`src/rtl/fp_normalize_round.sv`:
```
// fp_normalize_round: two-stage normalize / round / pack back end of a
// single-precision multiplier.
//   S1 aligns the 48-bit significand product and forms the unbiased exponent.
//   S2 rounds, detects overflow/underflow, and packs the IEEE-754 word.
// Each stage has a valid bit and advances only into an empty or draining
// successor, so the block holds at most two words and can accept one word per cycle.
// Build option: define FP_ROUND_NEAREST_EN for round-to-nearest-even.
// The default build truncates (rounds toward zero).
module fp_normalize_round #(
  parameter int EXP_BIAS = 127
) (
  input  logic        clk,
  input  logic        rst_n,
  input  logic        in_valid,
  output logic        in_ready,
  input  logic        in_sign,
  input  logic [9:0]  in_exp,
  input  logic [47:0] in_mant,
  input  logic        in_zero,
  output logic        out_valid,
  input  logic        out_ready,
  output logic [31:0] out_data,
  output logic        out_ovf,
  output logic        out_unf
);

  // Pipeline control
  logic s1_valid;
  logic s2_valid;
  logic s2_free;
  logic s1_adv;
  logic in_fire;

  // S1 payload
  logic               s1_sign;
  logic               s1_zero;
  logic signed [10:0] s1_exp;
  logic [22:0]        s1_frac;
  logic               s1_guard;
  logic               s1_sticky;

  // S1 combinational normalize results
  logic signed [10:0] n_exp;
  logic [22:0]        n_frac;
  logic               n_guard;
  logic               n_sticky;

  // S2 combinational round/pack results
  logic               round_up;
  logic [23:0]        frac_sum;
  logic signed [11:0] r_exp;
  logic [31:0]        r_data;
  logic               r_ovf;
  logic               r_unf;

  // Handshake: a stage moves when the stage after it is empty or draining this cycle
  assign s2_free   = !s2_valid || out_ready;
  assign s1_adv    = s1_valid && s2_free;
  assign in_ready  = !s1_valid || s1_adv;
  assign in_fire   = in_valid && in_ready;
  assign out_valid = s2_valid;

  // S1 normalize: a product in [2,4) has its leading one at bit 47; otherwise it is at bit 46
  always_comb begin
    // NOTE: every always_comb output gets a default first, so no path can infer a latch.
    n_exp    = 11'(in_exp) - 11'(EXP_BIAS) + 11'(in_mant[47]);
    n_frac   = in_mant[45:23];
    n_guard  = in_mant[22];
    n_sticky = |in_mant[21:0];
    if (in_mant[47]) begin
      n_frac   = in_mant[46:24];
      n_guard  = in_mant[23];
      n_sticky = |in_mant[22:0];
    end
  end

  // S1/S2 occupancy; reset empties the pipeline immediately
  always_ff @(posedge clk or negedge rst_n) begin
    if (!rst_n) begin
      s1_valid <= 1'b0;
      s2_valid <= 1'b0;
    end else begin
      // NOTE: sequential state uses non-blocking assignments, so every register samples pre-edge values.
      if (in_ready) s1_valid <= in_valid;
      if (s2_free)  s2_valid <= s1_valid;
    end
  end

  // S1 payload capture; only loaded on a handshake
  always_ff @(posedge clk) begin
    // NOTE: datapath registers carry no reset; their contents are ignored until s1_valid is set.
    if (in_fire) begin
      s1_sign   <= in_sign;
      s1_zero   <= in_zero;
      s1_exp    <= n_exp;
      s1_frac   <= n_frac;
      s1_guard  <= n_guard;
      s1_sticky <= n_sticky;
    end
  end

`ifdef FP_ROUND_NEAREST_EN
  // Round to nearest, ties to even
  always_comb begin
    round_up = s1_guard && (s1_sticky || s1_frac[0]);
  end
`else
  // Guard and sticky bits only matter in the nearest-even build
  logic unused_round_bits;
  assign unused_round_bits = s1_guard ^ s1_sticky;

  // Truncate toward zero: never increment
  always_comb begin
    round_up = 1'b0;
  end
`endif

  // S2 round and pack; a rounding carry clears the fraction and bumps the exponent
  always_comb begin
    frac_sum = {1'b0, s1_frac} + {23'd0, round_up};
    r_exp    = {s1_exp[10], s1_exp} + {11'd0, frac_sum[23]};
    r_data   = {s1_sign, r_exp[7:0], frac_sum[22:0]};
    r_ovf    = 1'b0;
    r_unf    = 1'b0;
    if (s1_zero) begin
      r_data = {s1_sign, 31'h0};
    end else if (r_exp >= 12'sd255) begin
      r_data = {s1_sign, 8'hFF, 23'h0};
      r_ovf  = 1'b1;
    end else if (r_exp <= 12'sd0) begin
      r_data = {s1_sign, 31'h0};
      r_unf  = 1'b1;
    end
  end

  // Output register; holds its value while the downstream stalls
  always_ff @(posedge clk or negedge rst_n) begin
    if (!rst_n) begin
      out_data <= 32'h0;
      out_ovf  <= 1'b0;
      out_unf  <= 1'b0;
    end else if (s1_adv) begin
      out_data <= r_data;
      out_ovf  <= r_ovf;
      out_unf  <= r_unf;
    end
  end

endmodule

```
`config.mk`:
```
export PLATFORM = sky130hd
export DESIGN_NAME = fp_normalize_round
export DESIGN_NICKNAME = d
export VERILOG_FILES = /design/src/rtl/fp_normalize_round.sv
export SDC_FILE = /design/constraint.sdc
export NUM_CORES = 1
export LEC_CHECK = 0
export ABC_AREA = 1
export CAP_MARGIN = 20
export CORE_MARGIN = 2
export CORE_UTILIZATION = 35
export CTS_CLUSTER_DIAMETER = 40
export DETAILED_ROUTE_END_ITERATION = 10
export PLACE_DENSITY = 0.65
export SLEW_MARGIN = 10
export SYNTH_ARGS = -nofsm -noshare
export SYNTH_HDL_FRONTEND = slang
export SYNTH_SLANG_ARGS = --single-unit
```
`constraint.sdc`:
```
create_clock -name clk -period 1.7 [get_ports clk]
set_clock_uncertainty 0.15 [all_clocks]
set_input_delay 0.34 -clock clk [delete_from_list [all_inputs] [get_ports clk]]
set_output_delay 0.34 -clock clk [all_outputs]
set_load 0.05 [all_outputs]
```
== Word-level counts from Yosys, hierarchy flattened ==
Index checks and enable logic that the tools add are counted.
Widths: inputs -> output; s select.

* Register bits after elaboration: 72
* Input port bits: 64
* Output and inout bits: 36
* Word-level logic and storage cells: 28

* $add $sub $neg: 2
* Order comparisons: 2
* Mux-type cells: 9
* Reductions and logical operators: 6

{| class="wikitable"
|+ Operators by type and width
! cell !! count
|-
| $mux 31 || 3
|-
| $mux 23 || 1
|-
| $add 11x1->11 || 1
|-
| $ge 11x9->1 const B || 1
|-
| $le 11x1->1 const B || 1
|-
| $sub 10x7->11 const B || 1
|-
| $mux 1 || 5
|-
| $logic_and 1x1->1 || 2
|-
| $logic_not 1->1 || 2
|-
| $logic_or 1x1->1 || 2
|}

== Longest topological paths before layout ==
* Depth after elaboration: 5
* Depth in mapped cells: 11
* Depth with buffers taken out: 10

== Worst setup path after synthesis ==
No wires, ideal clock.

* Path kind: reg2reg
* Start: register s2_valid, in the netlist out_valid
* End: register s1_exp[0] (enable)
* Library setup time: 0.391 ns
* Arrival: 1.975 ns
* Data required time: 1.159 ns
* Path slack: -0.816 ns
* Cell stages (with the launch flop): 4
* Buffers on the path: 0
* Clock period less this slack: 2.516 ns
* Cells stage by stage: dfrtp_1 -> nand3_1 -> nand2_1 -> inv_1

* Longest elaborated chain between the ends: 5

{| class="wikitable"
|+ RTL lines
! item !! line !! RTL
|-
| start, declared || 29 || <nowiki>logic s2_valid;</nowiki>
|-
| start signal, assigned || 85 || <nowiki>if (s2_free) s2_valid <= s1_valid;</nowiki>
|-
| $logic_not 1->1 || 57 || <nowiki>assign s2_free = !s2_valid || out_ready;</nowiki>
|-
| $logic_or 1x1->1 || 57 ||
|-
| $logic_and 1x1->1 || 58 || <nowiki>assign s1_adv = s1_valid && s2_free;</nowiki>
|-
| $logic_or 1x1->1 || 59 || <nowiki>assign in_ready = !s1_valid || s1_adv;</nowiki>
|-
| named net in_ready || 15 || <nowiki>output logic in_ready,</nowiki>
|-
| $logic_and 1x1->1 || 60 || <nowiki>assign in_fire = in_valid && in_ready;</nowiki>
|-
| named net in_fire || 32 || <nowiki>logic in_fire;</nowiki>
|-
| end signal, assigned || 95 || <nowiki>s1_exp <= n_exp;</nowiki>
|-
| end, declared || 37 || <nowiki>logic signed [10:0] s1_exp;</nowiki>
|}

The timed path passes the listed nets, and every way through them passes these cells.
A chain may end at the register's enable or synchronous reset.

== Worst setup path after layout ==
* Start: input out_ready
* End: output in_ready

* Longest elaborated chain between the ends: 3

{| class="wikitable"
|+ RTL lines
! item !! line !! RTL
|-
| start, declared || 21 || <nowiki>input logic out_ready,</nowiki>
|-
| $logic_or 1x1->1 || 57 ||
|-
| $logic_and 1x1->1 || 58 ||
|-
| $logic_or 1x1->1 || 59 ||
|-
| end, declared || 15 ||
|}

No other way between the ends.

==> metrics <==
crit start category input port; CTS max path bufs 2; antenna diode count 0; Comb pwr share between 20% and 30%; placed insts ~560; Post-Syn Instances 364; Worst EP required ~1.2 ns; Clock Power Share 30.7%; DRC 0; Critical Path Start out_ready; DR pass1 iterations 4; vias in the first global route 2,708; clock buffer count from CTS 9; Final Instance Area 5049 um2; top post-synthesis cells by area edfxtp_1 33%, dfrtp_1 28%, nand2_1 19%; Root Buffer clkbuf_8; top cell type's share of synthesized area around a third; syn nets 430; clk_lat worst skew 0.35 ns; worst reg2reg setup slack roughly 0.15 ns; Internal 0.003954 W; I/O pins 100; Initial DRC Count 62; die height between 100 and 150 um; crit path time final about 1.6 ns; sequential element share of the synthesized area slightly above 60%; worst setup path endpoint in_ready; initial antenna violation count 0; ANT nets after route 0; post-route insts no fill slightly below 600; Rows 35; Via density roughly 4.5; CP max FO 3; setup violators final 0; PwrDens between 1000 and 1500 nW/um2; CTS Sinks 72; first-pass GRT wire length 12,610 um; Psw 0.001708 W; setup TNS 0 ns; Worst Path Arrival approximately 1.1 ns; via count 2,643; Final GP Congestion 0.8229; post-synth top area cell edfxtp_1; f_max 0.6268 GHz; Die ar. roughly 10,000 um2; overall routing resource usage about 16%; Area Overhead vs Synth 54.66%; status complete, no violations; worst reg-to-reg path cell count 9; cell area after synthesis about 3300 um2; core area a little over 9000 um2; largest net degree at the start of global routing 27; Crit Path Class input port to primary output; wire length per cell roughly 13 um; Yosys warning total 0; Critical R2R Capture out_data[6]$_DFFE_PN0P_; initial core utilization roughly 36%; Worst-path clk slew approximately 0.070 ns; H-tree depth 3; fin crit share 93.84%; VDD IR max around 550 uV; Final Util 55.16%; Worst Tran Pin Value between 0.4 and 0.5 ns; endpoints failing hold 0; fill cell count between 800 and 900; most common cell after layout, fill and taps aside nand2_1; Remaining Overflow, GRT 0; final-stage net count between 500 and 600; worst r2r src s1_exp[2]$_DFFE_PP_; Die Span X 100.6 um; Worst setup EP type primary output; switch share roughly 30%; normalized max-slew margin 67.24%; CTS tree yes; Port Buffer Count 76; placed cell area approximately 4800 um2; Final WS setup between 0.1 and 0.15 ns; max_cap viols 0; Seq pwr share roughly 40%; post-synthesis cell type count 26; syn_area_per_cell between 8 and 9 um2; most frequent cells in the layout 162 x nand2_1, 40 x buf_12, 36 x clkdlybuf4s50_1, 36 x edfxtp_1, 35 x dfrtp_1; Slew Viols, Final 0; worst min path class input port to flip-flop; flops & latches, synth roughly 70; share of cells above drive strength 1 22.46%; post-place setup slack -0.6498 ns; WL final approximately 7300 um; Lkg Pwr 2.417 nW; DP Wirelength around 5400 um
-- Yosys cell counts, drive strengths merged --
| library cell | n |
|---|---|
| nand3 | 14 |
| xnor2 | 1 |
| nor2 | 29 |
| and2 | 1 |
| xor2 | 6 |
| o21ai | 2 |
| ha | 2 |
| dfrtp | 36 |
| nand4 | 9 |
| mux2 | 1 |
| buf | 5 |
| nor3b | 1 |
| clkbuf | 7 |
| edfxtp | 36 |
| nand2 | 169 |
| inv | 39 |
| a21oi | 6 |
-- area by class of cell --
class	count	area, um2	share of cell area, %
inverters	39	156.4	3.098
repair buffers	104	1375	27.24
flip-flops and latches	72	1983	39.28
well taps	111	138.9	2.751
clock inverters	5	100.1	1.983
multi-input cells	241	1132	22.43
clock buffers	11	162.7	3.222
-- worst max-delay path, cell delays in order --
cell	delay (ns)
clkdlybuf4s50_1	0.47
inv_2	0.05
nand3_4	0.10
buf_12	0.14
-- power groups by stage --
stage	combinational [W]	sequential [W]	clock [W]
after CTS	0.00169	0.00226	0.00176
after global placement	0.00166	0.00228	0
after floorplan	0.000385	0.00265	0
final	0.00167	0.00225	0.00174
after detailed placement	0.00169	0.00229	0
after global routing	0.00178	0.00228	0.00185
-- metrics by stage --
| step | hold WS [ns] | total power [W] |
|---|---|---|
| 2_1_floorplan | -0.1056 | 0.003038 |
| 3_3_place_gp | 0.1818 | 0.003949 |
| 3_5_place_dp | 0.1849 | 0.003978 |
| 4_1_cts | 0.3386 | 0.005709 |
| 5_1_grt | 0.2625 | 0.005911 |
| 6_report | 0.2618 | 0.005662 |
-- how the worst min path moves through the flow --
stage                                 start                       end  slack (ns)  cells after the start
final                             in_exp[1]       s1_exp[1]$_DFFE_PP_        0.26                      2
after global placement                rst_n      s1_valid$_DFFE_PN0N_        0.18                      1
after CTS                 s1_sign$_DFFE_PP_  out_data[31]$_DFFE_PN0P_        0.34                      1
after detailed placement              rst_n     out_valid$_DFFE_PN0P_        0.18                      1
after global routing              in_exp[1]       s1_exp[1]$_DFFE_PP_        0.26                      2
after floorplan                       rst_n   out_data[0]$_DFFE_PN0P_       -0.11                      0
-- sequential cells by signal, summed over array words and instances, names as in the netlist --
signal     count
out_unf        1
s1_sign        1
s1_valid       1
out_valid      1
s1_zero        1
s1_exp        11
s1_frac       23
out_data      32
out_ovf        1
-- routing by layer --
layer	vias to the layer above	share of wire, %	track usage, %
met1	1230	45	20.82
met5	-	0	0
li1	1339	-	-
met3	9	3.8	3.259
met4	0	1.7	6.428
met2	65	50	26.69
-- repair_timing --
item / CTS / global route
setup buffers: 1 / 3
gates resized for setup: 2 / 4
hold endpoints to repair: 19 / 0
pin swaps: 2 / 3
hold buffers: 1 / 0
endpoints found under the setup margin: 8 / 25
-- kinds of logic (layout without fill, tap and decap cells) --
| kind of cell | Yosys count | after routing | synth area share [%] |
|---|---|---|---|
| adders and majority gates | 2 | 2 | 0.7665 |
| AOI/OAI and AO/OA | 8 | 8 | 1.572 |
| buffers and inverters | 51 | 159 | 6.362 |
| DFF | 72 | 72 | 60.71 |
| xor gates and xnor gates | 7 | 7 | 1.878 |
| and+or+nand+nor | 223 | 223 | 28.36 |
| muxes | 1 | 1 | 0.3449 |
No activity file was read; power rests on OpenSTA's default activity.
